--- src/rtl/ifu_pkg.sv ---
// Shared types and sizes for the instruction fetch unit and its prefetch buffer.
package ifu_pkg;

   localparam int INS_W     = 24;
   localparam int PC_W      = 8;
   localparam int IFU_DEPTH = 4;
   localparam int CNT_W     = $clog2(IFU_DEPTH + 1);

   localparam logic [INS_W-1:0] NOP_INS = 24'h000000;

   typedef enum logic [1:0] {
      IDLE  = 2'd0,
      RUN   = 2'd1,
      FLUSH = 2'd2
   } ifu_state_e;

   typedef struct packed {
      logic [INS_W-1:0] ins;
      logic [PC_W-1:0]  pc;
   } fetch_entry_t;

endpackage

--- src/rtl/ifu_fifo.sv ---
// Prefetch buffer: small FIFO of {instruction, pc} entries with synchronous flush.
module ifu_fifo
   import ifu_pkg::*;
(
   input  logic             clk,
   input  logic             reset,
   input  logic             push,
   input  logic             pop,
   input  logic             flush,
   input  fetch_entry_t     push_entry,
   output fetch_entry_t     head,
   output logic [CNT_W-1:0] count
);

   localparam int PTR_W = $clog2(IFU_DEPTH);

   fetch_entry_t     mem_q [IFU_DEPTH];
   logic [PTR_W-1:0] rd_ptr_q, rd_ptr_d;
   logic [PTR_W-1:0] wr_ptr_q, wr_ptr_d;
   logic [CNT_W-1:0] count_q, count_d;
   logic             do_push, do_pop;

   always_comb begin
      // NOTE: every always_comb output gets a default first so no path can infer a latch.
      rd_ptr_d = rd_ptr_q;
      wr_ptr_d = wr_ptr_q;
      count_d  = count_q;
      do_pop   = pop && (count_q != '0);
      do_push  = push && ((count_q != CNT_W'(IFU_DEPTH)) || do_pop);
      if (flush) begin
         rd_ptr_d = '0;
         wr_ptr_d = '0;
         count_d  = '0;
      end else begin
         if (do_push) wr_ptr_d = wr_ptr_q + 1'b1;
         if (do_pop)  rd_ptr_d = rd_ptr_q + 1'b1;
         count_d = count_q + CNT_W'(do_push) - CNT_W'(do_pop);
      end
   end

   // NOTE: sequential state uses non-blocking assignments only.
   always_ff @(posedge clk or posedge reset) begin
      if (reset) begin
         rd_ptr_q <= '0;
         wr_ptr_q <= '0;
         count_q  <= '0;
      end else begin
         rd_ptr_q <= rd_ptr_d;
         wr_ptr_q <= wr_ptr_d;
         count_q  <= count_d;
      end
   end

   // NOTE: storage is not reset; count_q alone decides which entries are valid.
   always_ff @(posedge clk) begin
      if (do_push && !flush) mem_q[wr_ptr_q] <= push_entry;
   end

   assign head  = mem_q[rd_ptr_q];
   assign count = count_q;

endmodule

--- src/rtl/instruction_fetch_unit.sv ---
// Instruction fetch: issues reads to a 1-cycle synchronous imem and queues results.
module instruction_fetch_unit
   import ifu_pkg::*;
(
   input  logic             clk,
   input  logic             reset,
   input  logic             fetch_en,
   input  logic             redirect_en,
   input  logic [PC_W-1:0]  redirect_pc,
   output logic             imem_en,
   output logic [PC_W-1:0]  imem_addr,
   input  logic [INS_W-1:0] imem_rdata,
   output logic [INS_W-1:0] ins,
   output logic             ins_valid,
   input  logic             ins_ready,
   output logic [PC_W-1:0]  ins_pc,
   output logic [2:0]       buf_count
);

   ifu_state_e       state_q, state_d;
   logic [PC_W-1:0]  pc_q, pc_d;
   logic [PC_W-1:0]  ret_pc_q, ret_pc_d;
   logic             inflight_q, inflight_d;
   logic             discard_q, discard_d;

   logic             fifo_push, fifo_pop;
   fetch_entry_t     push_entry, head;
   logic [CNT_W-1:0] fifo_count;

   always_comb begin
      state_d    = state_q;
      pc_d       = pc_q;
      ins_valid  = (fifo_count != '0);
      ins        = ins_valid ? head.ins : NOP_INS;
      ins_pc     = ins_valid ? head.pc : '0;
      fifo_pop   = ins_valid && ins_ready;
      fifo_push  = inflight_q && !discard_q && !redirect_en;
      push_entry = '{ins: imem_rdata, pc: ret_pc_q};
      // An in-flight read already holds a slot, so it counts against the depth.
      imem_en    = (state_q == RUN) && fetch_en &&
                   ((fifo_count + CNT_W'(inflight_q)) < CNT_W'(IFU_DEPTH));
      imem_addr  = pc_q;
      inflight_d = imem_en;
      ret_pc_d   = pc_q;
      discard_d  = imem_en && redirect_en;
      if (imem_en) pc_d = pc_q + 1'b1;

      case (state_q)
         IDLE:    if (fetch_en) state_d = RUN;
         RUN:     if (!fetch_en && !inflight_q) state_d = IDLE;
         FLUSH:   state_d = fetch_en ? RUN : IDLE;
         default: state_d = IDLE;
      endcase

      if (redirect_en) begin
         state_d = FLUSH;
         pc_d    = redirect_pc;
      end
   end

   always_ff @(posedge clk or posedge reset) begin
      if (reset) begin
         state_q    <= IDLE;
         pc_q       <= '0;
         ret_pc_q   <= '0;
         inflight_q <= 1'b0;
         discard_q  <= 1'b0;
      end else begin
         state_q    <= state_d;
         pc_q       <= pc_d;
         ret_pc_q   <= ret_pc_d;
         inflight_q <= inflight_d;
         discard_q  <= discard_d;
      end
   end

   ifu_fifo u_fifo (
      .clk        (clk),
      .reset      (reset),
      .push       (fifo_push),
      .pop        (fifo_pop),
      .flush      (redirect_en),
      .push_entry (push_entry),
      .head       (head),
      .count      (fifo_count)
   );

   assign buf_count = fifo_count;

endmodule
--- config.mk ---
export PLATFORM = sky130hd
export DESIGN_NAME = instruction_fetch_unit
export DESIGN_NICKNAME = d
export VERILOG_FILES = /design/src/rtl/ifu_pkg.sv /design/src/rtl/ifu_fifo.sv /design/src/rtl/instruction_fetch_unit.sv
export SDC_FILE = /design/constraint.sdc
export NUM_CORES = 1
export LEC_CHECK = 0
export CAP_MARGIN = 20
export CORE_ASPECT_RATIO = 0.5
export CORE_MARGIN = 10
export CORE_UTILIZATION = 24
export CTS_BUF_LIST = sky130_fd_sc_hd__clkbuf_8
export DETAILED_ROUTE_END_ITERATION = 8
export PLACE_DENSITY_LB_ADDON = 0.25
export SLEW_MARGIN = 20
export SYNTH_ARGS = -nofsm -noshare
export SYNTH_HDL_FRONTEND = slang
export SYNTH_HIERARCHICAL = 1
export SYNTH_SLANG_ARGS = --single-unit
--- constraint.sdc ---
create_clock -name clk -period 2.5 [get_ports clk]
set_clock_uncertainty 0.2 [all_clocks]
set_input_delay 0.25 -clock clk [delete_from_list [all_inputs] [get_ports clk]]
set_output_delay 0.25 -clock clk [all_outputs]
set_load 0.02 [all_outputs]
==> key figures <==
Setup path
  • Critical path endpoint: ins[19]
  • Worst Path Max Fanout: 13
  • CP Data Arrival Time: 1.95 ns
  • Total stage count of the critical path: 4
  • Slowest stage cell, crit path: mux4_2
  • Worst setup path category: reg2out
  • Setup crit start kind: register
  • Flop2flop setup slack: 0.1 ns
  • Max incr delay on CP: 0.50 ns
  • Critical path data required time: 2.05 ns
  • FF-to-FF path depth: 9
  • WP buf/inv: 2
  • Nature of the critical path endpoint: output port
  • Cell family with most CP delay: multiplexers
  • Crit path launch: u_fifo/rd_ptr_q[0]
  • Capturing point of the worst reg2reg path: u_fifo/count[1]
  • Critical path cell sequence: buf_12 > mux4_2 > and2b_1 > clkdlybuf4s15_2
  • Reg2reg start: u_fifo/count[1]

Detailed routing
  • Routed Wire Length: 13800 microns
  • Remaining DRCs: 0
  • Antenna viol nets, final: 0
  • Met3 routed WL: 499 microns
  • Post-DR vias/cell: 4.03
  • DR top layer: met4
  • DR WL met2: 6950 microns
  • Initial DRC Count: 152
  • 1st-pass router iterations: 4
  • Metal-1 WL: ~6300 microns
  • Vias post-DR: 3246
  • Routed WL per cell: 17.2 microns

Timing
  • Final setup viols: 0
  • Max frequency: 416 MHz
  • Worst-Margin Slew: 0.408 ns
  • Hold Fails Final Rpt: 0
  • Period utilization: 96.2%
  • Slew Limit Fails: 0
  • Slew Limit Headroom: between 70% and 80%
  • RSZ-0062 raised after global routing: true
  • Fin Hold WS: 0.158 ns
  • Minimum clock period: 2.40 ns

Power
  • Cell Int Power: 3.66 mW
  • Share of power burned in registers: 59.8%
  • Leak: 2.86 nW
  • Design Power: 4.81 mW
  • Sw power: 1.15 mW
  • PwrDens: 591 nW/um^2
  • Clock network power share: between 30% and 40%
  • Comb power frac: 4.9%
  • Switch share: 23.9%
  • Worst VDD drop: 0.298 mV

Floorplanning
  • Die width: 248 microns
  • Initial core utilization: between 20% and 30%
  • Die height: 134 microns
  • Io pins: 82
  • Core ar.: 25400 sq um
  • Die Area: 33200 sq um
  • Row cnt: approximately 40

GRT
  • GRT Total Usage: between 8 and 9%
  • Largest net degree at the start of global routing: 34
  • First-pass GRT wire length: between 20000 and 25000 microns
  • Vias in the first global route: around 3.6k
  • GR Overflow Total: 0
  • Initial antenna violation count: 0

CTS
  • CTS tree: built
  • Maximum clock path buffer count: 2
  • Clock-pin slew on the worst setup and hold paths: roughly 0.09 ns
  • CTS buffer count: 17
  • Clk Tree Root Cell: clkbuf_8
  • CTS H-Tree Depth: 4
  • Clk_lat worst skew: 0.44 ns
  • Clk sinks: 155

Outcome
  • Status: finished, final reports clean

Run
  • Max-cap viol count: 0

Yosys
  • Mean Syn Cell Area: 19.4 sq um
  • Top cell type by total area after synthesis: edfxtp_1
  • Yosys warns: 6
  • Top post-synthesis cells by count: edfxtp_1, mux4_2, dfrtp_1
  • Cell variety after synth: 38
  • Post-synth EDFFs: approximately 130
  • Syn nets: 366
  • Post-synthesis sequential area ratio: 72.5%
  • Gate Count Post-Synth: 322
  • Register bit total from synthesis: 155
  • Top-count cell post-synth: edfxtp_1
  • Top_reg_cell synth: edfxtp_1
  • Synth area leaders: edfxtp_1, mux4_2, dfrtp_1, and2b_1, nor2b_1
  • Top-area cell type share of the netlist area: 61.7%
  • Asr flop ratio synth: 17.4%
  • Synthesized area: about 6200 sq um

Placed design
  • Area after DPL: 7730 sq um
  • RePlAce Congestion: 0.682
  • IO Port Bufs: 81
  • Hpwl dp: 8950 microns

Final layout
  • Diodes inserted: 0
  • Layout cells sized above 1: 33.1%
  • Syn-to-layout area delta: 30.6%
  • Final net count: 493
  • Post-route cell area: 8140 sq um
  • Finished Core Util: 32.0%

Min path
  • Hold Path Class: in2reg
==> cells by family (layout without fill, tap and decap cells) <==
kind of cell,count (synthesis),count (layout),share of synthesized area (%)
adder cells (fa/ha/maj),7,7,1.53
AND/OR/NAND/NOR,72,72,7.47
AO/OA/AOI/OAI,20,20,2.91
XOR/XNOR,10,10,1.41
flip-flops,155,155,72.5
multiplexers,36,36,12.3
buffers and inverters,22,162,1.89
==> worst min-delay path, cell delays in order <==
cell             delay [ns]
clkdlybuf4s50_1        0.39
nand2_1                0.06
o21ai_1                0.06
==> state kept, by name (all words and copies together) (netlist names), 2 cells and up <==
signal	flops
u_fifo/rd_ptr_q	2
u_fifo/mem_q	128
ret_pc_q	8
imem_addr	8
u_fifo/wr_ptr_q	2
u_fifo/count	3
state_q	2
==> power by group through the flow <==
stage	registers (mW)	clock network, mW	logic [mW]
after floorplan	2.94	0	0.0756
after global placement	2.93	0	0.240
after detailed placement	2.94	0	0.243
after CTS	2.88	1.76	0.239
after global routing	2.88	1.87	0.258
final	2.88	1.69	0.236
==> worst min path at each step <==
| stage | startpoint | endpoint | slack (ns) | cells past startpoint |
|---|---|---|---|---|
| after floorplan | reset | u_fifo/count[2] | -0.15 | 1 |
| after global placement | state_q[1] | state_q[0] | 0.23 | 1 |
| after detailed placement | state_q[1] | state_q[0] | 0.25 | 1 |
| after CTS | redirect_pc[1] | imem_addr[1] | 0.13 | 3 |
| after global routing | redirect_pc[1] | imem_addr[1] | 0.13 | 3 |
| final | redirect_pc[1] | imem_addr[1] | 0.16 | 3 |
==> per-stage QoR <==
stage / instances / setup TNS, ns / worst slack [ns]
after floorplan: 322 / 0 / 0.0704
after global placement: 756 / 0 / 0.00344
after detailed placement: 756 / -0.0203 / -0.0203
after CTS: 790 / -0.0675 / -0.0675
after global routing: 806 / -0.0247 / -0.0128
final: 806 / 0 / 0.0961
==> layout by cell type, fill, tap and decap left out, drive strengths merged, types with 2 or more instances in the layout <==
cell type / netlist / layout
nor2: 7 / 7
clkinvlp: 0 / 3
nor2b: 20 / 20
clkdlybuf4s15: 0 / 5
nand3: 5 / 5
buf: 8 / 63
a2111oi: 2 / 2
clkdlybuf4s50: 0 / 48
xnor2: 7 / 7
and2: 5 / 5
xor2: 3 / 3
a211oi: 4 / 4
edfxtp: 128 / 128
nor3b: 2 / 2
clkinv: 0 / 4
ha: 6 / 6
dfrtp: 27 / 27
nand2: 9 / 9
clkbuf: 7 / 22
o21ai: 8 / 8
nand2b: 2 / 2
nand4: 2 / 2
mux2i: 3 / 3
a21oi: 2 / 2
and2b: 16 / 16
inv: 7 / 15
mux4: 32 / 32
==> layer usage <==
layer,vias up,track usage (%)
met2,40,14.0
li1,1496,-
met3,7,2.60
met1,1703,10.6
met4,0,2.49
met5,-,0
==> layout make-up <==
| cell class | count | area (sq um) |
|---|---|---|
| Clock buffer | 17 | 234 |
| Clock inverter | 15 | 116 |
| Fill cell | 2469 | 17300 |
| Inverter | 7 | 26.3 |
| Multi-Input combinational cell | 145 | 1610 |
| Sequential cell | 155 | 4520 |
| Tap cell | 344 | 430 |
| Timing Repair Buffer | 123 | 1190 |
==> repair_timing <==
| item | 4_1_cts | 5_1_grt |
|---|---|---|
| hold endpoints to repair | 27 | 0 |
| gates resized for setup | 111 | 9 |
| setup buffers | 1 | 15 |
| cloned | 0 | 1 |
| pin swaps | 0 | 1 |
| hold buffers | 1 | 0 |
| setup endpoints to repair | 33 | 13 |
No activity file was read; power rests on OpenSTA's default activity.
